<file path="config.mk">
export PLATFORM = sky130hd
export DESIGN_NAME = logic_gates_bist
export DESIGN_NICKNAME = d
export VERILOG_FILES = /design/src/rtl/logic_gates_bist.sv
export SDC_FILE = /design/constraint.sdc
export NUM_CORES = 1
export LEC_CHECK = 0
export ABC_AREA = 1
export BUFFER_PORTS_ARGS = -buffer_cell sky130_fd_sc_hd__buf_2
export CORE_MARGIN = 2
export CORE_UTILIZATION = 35
export DETAILED_ROUTE_END_ITERATION = 8
export PLACE_DENSITY = 0.56
export SKIP_CTS_REPAIR_TIMING = 1
export SLEW_MARGIN = 5
export SYNTH_ARGS = -nofsm -noshare
export SYNTH_HDL_FRONTEND = slang
export SYNTH_SLANG_ARGS = --single-unit
</file>
<file path="constraint.sdc">
create_clock -name clk -period 1.94 [get_ports clk]
set_input_delay 0.388 -clock clk [delete_from_list [all_inputs] [get_ports clk]]
set_output_delay 0.388 -clock clk [all_outputs]
set_load 0.02 [all_outputs]
</file>
<file path="src/rtl/logic_gates_bist.sv">
// Built-in self-test sequencer for a two-input gate bank: walks {a,b} through
// 00..11, compares the eight gate outputs after a settle time and reports results.
module logic_gates_bist #(
    parameter int unsigned SETTLE_CYCLES = 2
) (
    input  logic       clk,
    input  logic       rst,
    input  logic       start,
    output logic       a_out,
    output logic       b_out,
    input  logic       not1_in,
    input  logic       not2_in,
    input  logic       and1_in,
    input  logic       or1_in,
    input  logic       nand1_in,
    input  logic       nor1_in,
    input  logic       xor1_in,
    input  logic       xnor1_in,
    output logic       busy,
    output logic       done,
    output logic       pass,
    output logic [7:0] fail_mask,
    output logic [2:0] err_vec_count,
    output logic [1:0] first_fail_vec,
    output logic       first_fail_valid,
    output logic [1:0] dbg_state
);

    typedef enum logic [1:0] {
        S_IDLE = 2'd0,
        S_WAIT = 2'd1,
        S_CMP  = 2'd2,
        S_DONE = 2'd3
    } state_t;

    localparam logic [7:0] RELOAD = 8'(SETTLE_CYCLES - 1);

    state_t     state_q, state_d;
    logic [1:0] idx_q, idx_d;
    logic [7:0] cnt_q, cnt_d;
    logic [7:0] fail_mask_q, fail_mask_d;
    logic [2:0] err_cnt_q, err_cnt_d;
    logic [1:0] ffv_q, ffv_d;
    logic       ffvalid_q, ffvalid_d;
    logic       pass_q, pass_d;

    logic       vec_a, vec_b;
    logic [7:0] sampled, expected, mism;

    assign vec_a    = idx_q[1];
    assign vec_b    = idx_q[0];
    // Bit order matches fail_mask: not1, not2, and1, or1, nand1, nor1, xor1, xnor1.
    assign sampled  = {xnor1_in, xor1_in, nor1_in, nand1_in, or1_in, and1_in, not2_in, not1_in};
    assign expected = {~(vec_a ^ vec_b), vec_a ^ vec_b, ~(vec_a | vec_b), ~(vec_a & vec_b),
                       vec_a | vec_b, vec_a & vec_b, ~vec_b, ~vec_a};
    assign mism     = sampled ^ expected;

    always_ff @(posedge clk) begin
        if (rst) begin
            state_q     <= S_IDLE;
            idx_q       <= 2'd0;
            cnt_q       <= 8'd0;
            fail_mask_q <= 8'd0;
            err_cnt_q   <= 3'd0;
            ffv_q       <= 2'd0;
            ffvalid_q   <= 1'b0;
            pass_q      <= 1'b0;
        end else begin
            state_q     <= state_d;
            idx_q       <= idx_d;
            cnt_q       <= cnt_d;
            fail_mask_q <= fail_mask_d;
            err_cnt_q   <= err_cnt_d;
            ffv_q       <= ffv_d;
            ffvalid_q   <= ffvalid_d;
            pass_q      <= pass_d;
        end
    end

    always_comb begin
        state_d     = state_q;
        idx_d       = idx_q;
        cnt_d       = cnt_q;
        fail_mask_d = fail_mask_q;
        err_cnt_d   = err_cnt_q;
        ffv_d       = ffv_q;
        ffvalid_d   = ffvalid_q;
        pass_d      = pass_q;
        case (state_q)
            S_IDLE: begin
                if (start) begin
                    state_d     = S_WAIT;
                    idx_d       = 2'd0;
                    cnt_d       = RELOAD;
                    fail_mask_d = 8'd0;
                    err_cnt_d   = 3'd0;
                    ffv_d       = 2'd0;
                    ffvalid_d   = 1'b0;
                    pass_d      = 1'b0;
                end
            end
            S_WAIT: begin
                if (cnt_q == 8'd0) begin
                    state_d = S_CMP;
                end else begin
                    cnt_d = cnt_q - 8'd1;
                end
            end
            S_CMP: begin
                fail_mask_d = fail_mask_q | mism;
                if (|mism) begin
                    err_cnt_d = err_cnt_q + 3'd1;
                    if (!ffvalid_q) begin
                        ffv_d     = idx_q;
                        ffvalid_d = 1'b1;
                    end
                end
                if (idx_q == 2'd3) begin
                    state_d = S_DONE;
                    // pass must include the mismatches of this final compare.
                    pass_d  = ((fail_mask_q | mism) == 8'd0);
                end else begin
                    idx_d   = idx_q + 2'd1;
                    cnt_d   = RELOAD;
                    state_d = S_WAIT;
                end
            end
            S_DONE: begin
                state_d = S_IDLE;
            end
            default: begin
                state_d = S_IDLE;
            end
        endcase
    end

    assign busy             = (state_q == S_WAIT) || (state_q == S_CMP);
    assign done             = (state_q == S_DONE);
    assign a_out            = busy & vec_a;
    assign b_out            = busy & vec_b;
    assign pass             = pass_q;
    assign fail_mask        = fail_mask_q;
    assign err_vec_count    = err_cnt_q;
    assign first_fail_vec   = ffv_q;
    assign first_fail_valid = ffvalid_q;
    assign dbg_state        = state_q;

endmodule

</file>
---- Word-level counts from Yosys, hierarchy flattened ----
Index checks and enable logic that the tools add are counted.
word-level totals
  register bits after elaboration ......... 27
  bits of input ports ..................... 11
  logic and storage cells ................. 72
cells by class
  $add $sub $neg .......................... 3
  equal/unequal tests ..................... 11
  muxes and demuxes ....................... 24
  bitwise gates (word level) .............. 12
  reduce and logical (&&, ||, !) cells .... 14
operators with widths
  cell                 count
  $mux 8               4
  $pmux 8 s3           1
  $logic_not 8->1      2
  $pmux 8 s2           1
  $mux 2               7
  $ne 2x2->1 const B   7
  $reduce_and 3->1     3
  $or 8x8->8           1
  $pmux 2 s2           2
  $pmux 2 s4           1
  $reduce_and 4->1     2
  $reduce_or 8->1      1
  $sub 8x1->8 const B  1
  $xor 8x8->8          1
  $eq 2x2->1 const B   3
  $mux 3               2
  $pmux 3 s2           1
  $not 1->1            5
  $pmux 1 s2           2
  $reduce_and 2->1     2
  $add 3x1->3 const B  1
  $and 1x1->1          3
  $mux 1               3
  $reduce_bool 3->1    1
  other kinds (7)      7

---- Logic depth before layout (Yosys ltp) ----
  depth after elaboration ................. 7
  mapped depth ............................ 12

---- Worst setup path before layout ----
Ideal clock, no wire load.
  path type ............................... reg2reg
  from .................................... reg state_q[0], in the netlist dbg_state[0]
  to ...................................... reg cnt_q[2]
  data arrival time ....................... 1630 ps
  data required time ...................... 1870 ps
  slack ................................... 240 ps
  cell stages (with the launch flop) ...... 11
  path buffers ............................ 1
  path through ............................ dfxtp_1 > inv_1 > ha_1 > buf_4 > nand2_1 > nand2_1 > nor2_1 > nand2_2 > inv_2 > nand3_1 > a21oi_1
on the way
  longest elaborated chain between the ends .. 3
  elaborated cells on any way between the ends .. 9
  classes of those cells .................. eq/ne: 5; mux: 1; reduce/logical: 3
ends and longest elaborated chain
  what                                                              line  RTL
  start: declaration                                                38    state_t state_q, state_d;
  start signal: assignment                                          69    state_q <= state_d;
  $eq 2x1->1, or another cell as far along                          89    case (state_q)
  $ne 2x2->1 (no line) / $reduce_bool 3->1 (equally long branches)  --
  $reduce_and 4->1 (no line)                                        --
  end signal: assignment                                            71    cnt_q <= cnt_d;
  end: declaration                                                  40    logic [7:0] cnt_q, cnt_d;
Several ways; a longest one is shown, not always the timed one.
A chain may end at the register's enable or synchronous reset.

---- Worst setup path after layout ----
  from .................................... reg state_q[1], in the netlist dbg_state[1]
  to ...................................... out b_out
on the way
  longest elaborated chain between the ends .. 3
  elaborated cells on any way between the ends .. 4
  classes of those cells .................. eq/ne: 2; bitwise: 1; reduce/logical: 1
ends and longest elaborated chain
  what                                             line  RTL
  $eq 2x1->1 / $eq 2x2->1 (equally long branches)  137   assign busy = (state_q == S_WAIT) || (state_q == S_CMP);
  $logic_or 1x1->1 (*)                             137
  $and 1x1->1 (*)                                  140   assign b_out = busy & vec_b;
  end: declaration                                 10    output logic b_out,
Mark *: on every way between the ends. The rest lies on a longest branch, timed or not.

==> results.ini <==
[outcome]
status = finished clean

[worst_setup_path]
required_ns = 1.55
startpoint = dbg_state[1]
critPathSlowestCell = dfxtp_2
r2r-start = idx_q[0]
cpMostUsedCell = inv_1
cp.arrival_ns = 1.34
cp_cell_sequence = inv_1, ha_1, nand2_1, inv_1, buf_2
critPathMaxStageDelay_ns = 0.39
crit_fanout = 6
crit_path_start_kind = flop
end_kind = primary output
crit_family = flip-flops
critPathBufInv = 3
crit_type = flop to primary output

[cells_and_area]
layout-drive-gt1-share = 0.182
fin_nets = 309
final_area_um2 = 1940
final_cells = 337
area_delta_synth_final_pct = 19.0
antenna_cells = 0
post-route-util = 0.439

[route]
drc_errors = 0
drt_iter0_drc = 61
route.detailed.vias_per_inst = 4.62
antenna_left = 0
vias = 1557
routedWlPerCell_um = 10.9
dr.pass1.iters = 4
finalWirelength_um = 3670

[placed_design]
placed_cell_area_um2 = 1890
portBuffers = 31
place.gp.congestion = 0.887
dp_hpwl_um = 2790
pre_cts_ws_ns = 0.145
place_inst = 333

[cts]
clkSlewWorstSetupHoldPaths_ns = 0.09
root_buffer = clkbuf_8
clk_latency_ns = 0.27
cts_buffers = 3
cts_buffer_depth = 2
cts_tree = built
cts.htree.levels = 1
cts.sinks = 27

[yosys]
syn_area_um2 = 1630
ys_types = 22
synth_top_area_share = 0.332
synth_edf_count = 0
ys_seq_elements = 27
synth.net_count = 269
async_flop_share = 0
synthCells = 246
ys_top_cells_by_area = dfxtp_1 33%, nand2_1 15%, ha_1 9.2%
synth_common_cells = 67 x nand2_1, 35 x inv_1, 29 x nor2_1
yosys_warnings = 0
yosysSeqAreaShare = 0.332
syn_avg_cell_area_um2 = 6.63
synth.most_common_cell = nand2_1
ys.flop_type = dfxtp_1
synth_area_leader_cell = dfxtp_1

[global_route]
antenna_found_initial = 0
grt_usage = 0.151
grt_pass1_vias = 1384
grt_pass1_wl_um = 6240
overflow = 0
grt_max_degree = 15

[power]
power.density_nw_per_um2 = 1500
irDropWorstVdd_mv = 0.672
power_mw = 2.90
p_leak_nw = 0.989

[flow_run]
max_cap_violations = 0

[sta]
finalHoldViolations = 0
clock_skew_ns = 0.00462
post-route-period-util = 0.892
setup-tns-final_ns = 0
tightest_slew_ns = 0.384
whs_ns = 0.398
period_minus_slack_ns = 1.73
max_freq_mhz = 578
slew_headroom = 0.741
rsz0062_at_grt = no
slew_viol_final = 0
fin_ws_ns = 0.209
setup_viol = 0

[floorplan]
fp.dieH_um = 72.3
io_pins = 32
die-area_um2 = 5220
die_x_um = 72.3
initial_core_util = 0.369
rows = 24
core-area_um2 = 4410

[worst_hold_path]
hold_path.startpoint = rst
hp-class = input pin to flop

==> worst register-to-register path: stages (launching register included) <==
cell and delay (ns):
dfxtp_1 0.34, inv_1 0.08, ha_1 0.38, xnor2_1 0.28, nor2_1 0.10, nand3_2 0.16, nand3_1 0.14, nor2_1 0.12
nor2_1 0.05
==> per-layer routing <==
metal	wire [µm]	global-route usage	vias to the layer above	part of all wire
met1	1940	0.215	678	0.53
met2	1550	0.234	29	0.42
met3	151	0.0319	2	0.041
met4	34	0.0377	0	0.0093
li1	-	-	848	-
met5	0	0	-	0
==> sequential cells by signal (all words and copies together), names as in the netlist <==
name and count:
first_fail_vec 2, idx_q 2, pass 1, dbg_state 2, first_fail_valid 1, cnt_q 8
err_vec_count 3, fail_mask 8
==> cell type report <==
type                       count  area [µm²]
multi-input combinational    177         930
inverter                      38         143
sequential                    27         542
timing repair buffer          39         215
fill                         467        2470
tap                           52        65.1
clock buffer                   4        45.0
==> logic make-up after synthesis <==
| kind of cell | synth area share |
|---|---|
| buf+inv | 0.0998 |
| simple gates | 0.299 |
| compound gates | 0.119 |
| flops | 0.332 |
| fa+ha+maj | 0.0921 |
| xor+xnor | 0.0591 |
==> final timing paths <==
| kind | endpoint | slack (ns) | cells after the start |
|---|---|---|---|
| max | b_out | 0.21 | 5 |
| min | fail_mask[2] | 0.40 | 2 |
| max reg2reg | first_fail_vec[1] | 0.21 | 8 |
| min reg2reg | fail_mask[2] | 0.48 | 2 |
==> cells in the final DEF (no fill, tap or decap), drive strengths merged <==
cell type  Yosys  layout
buf            2      39
o21ai          8       8
a21oi         24      24
nand3         15      15
xnor2          4       4
nand4          2       2
a211oi         2       2
xor2           7       7
nor3           3       3
dfxtp         27      27
nor2          30      30
clkbuf         2       4
inv           38      38
o211ai         1       1
ha            12      12
nand2         69      69
==> where the power goes <==
part	leakage, nW	internal (mW)	switching, mW
registers	0.220	0.702	0.112
logic	0.746	0.657	1.11
clock network	0.0228	0.147	0.174
total	0.989	1.51	1.40
Note: power is estimated with default switching activity, not from simulation.
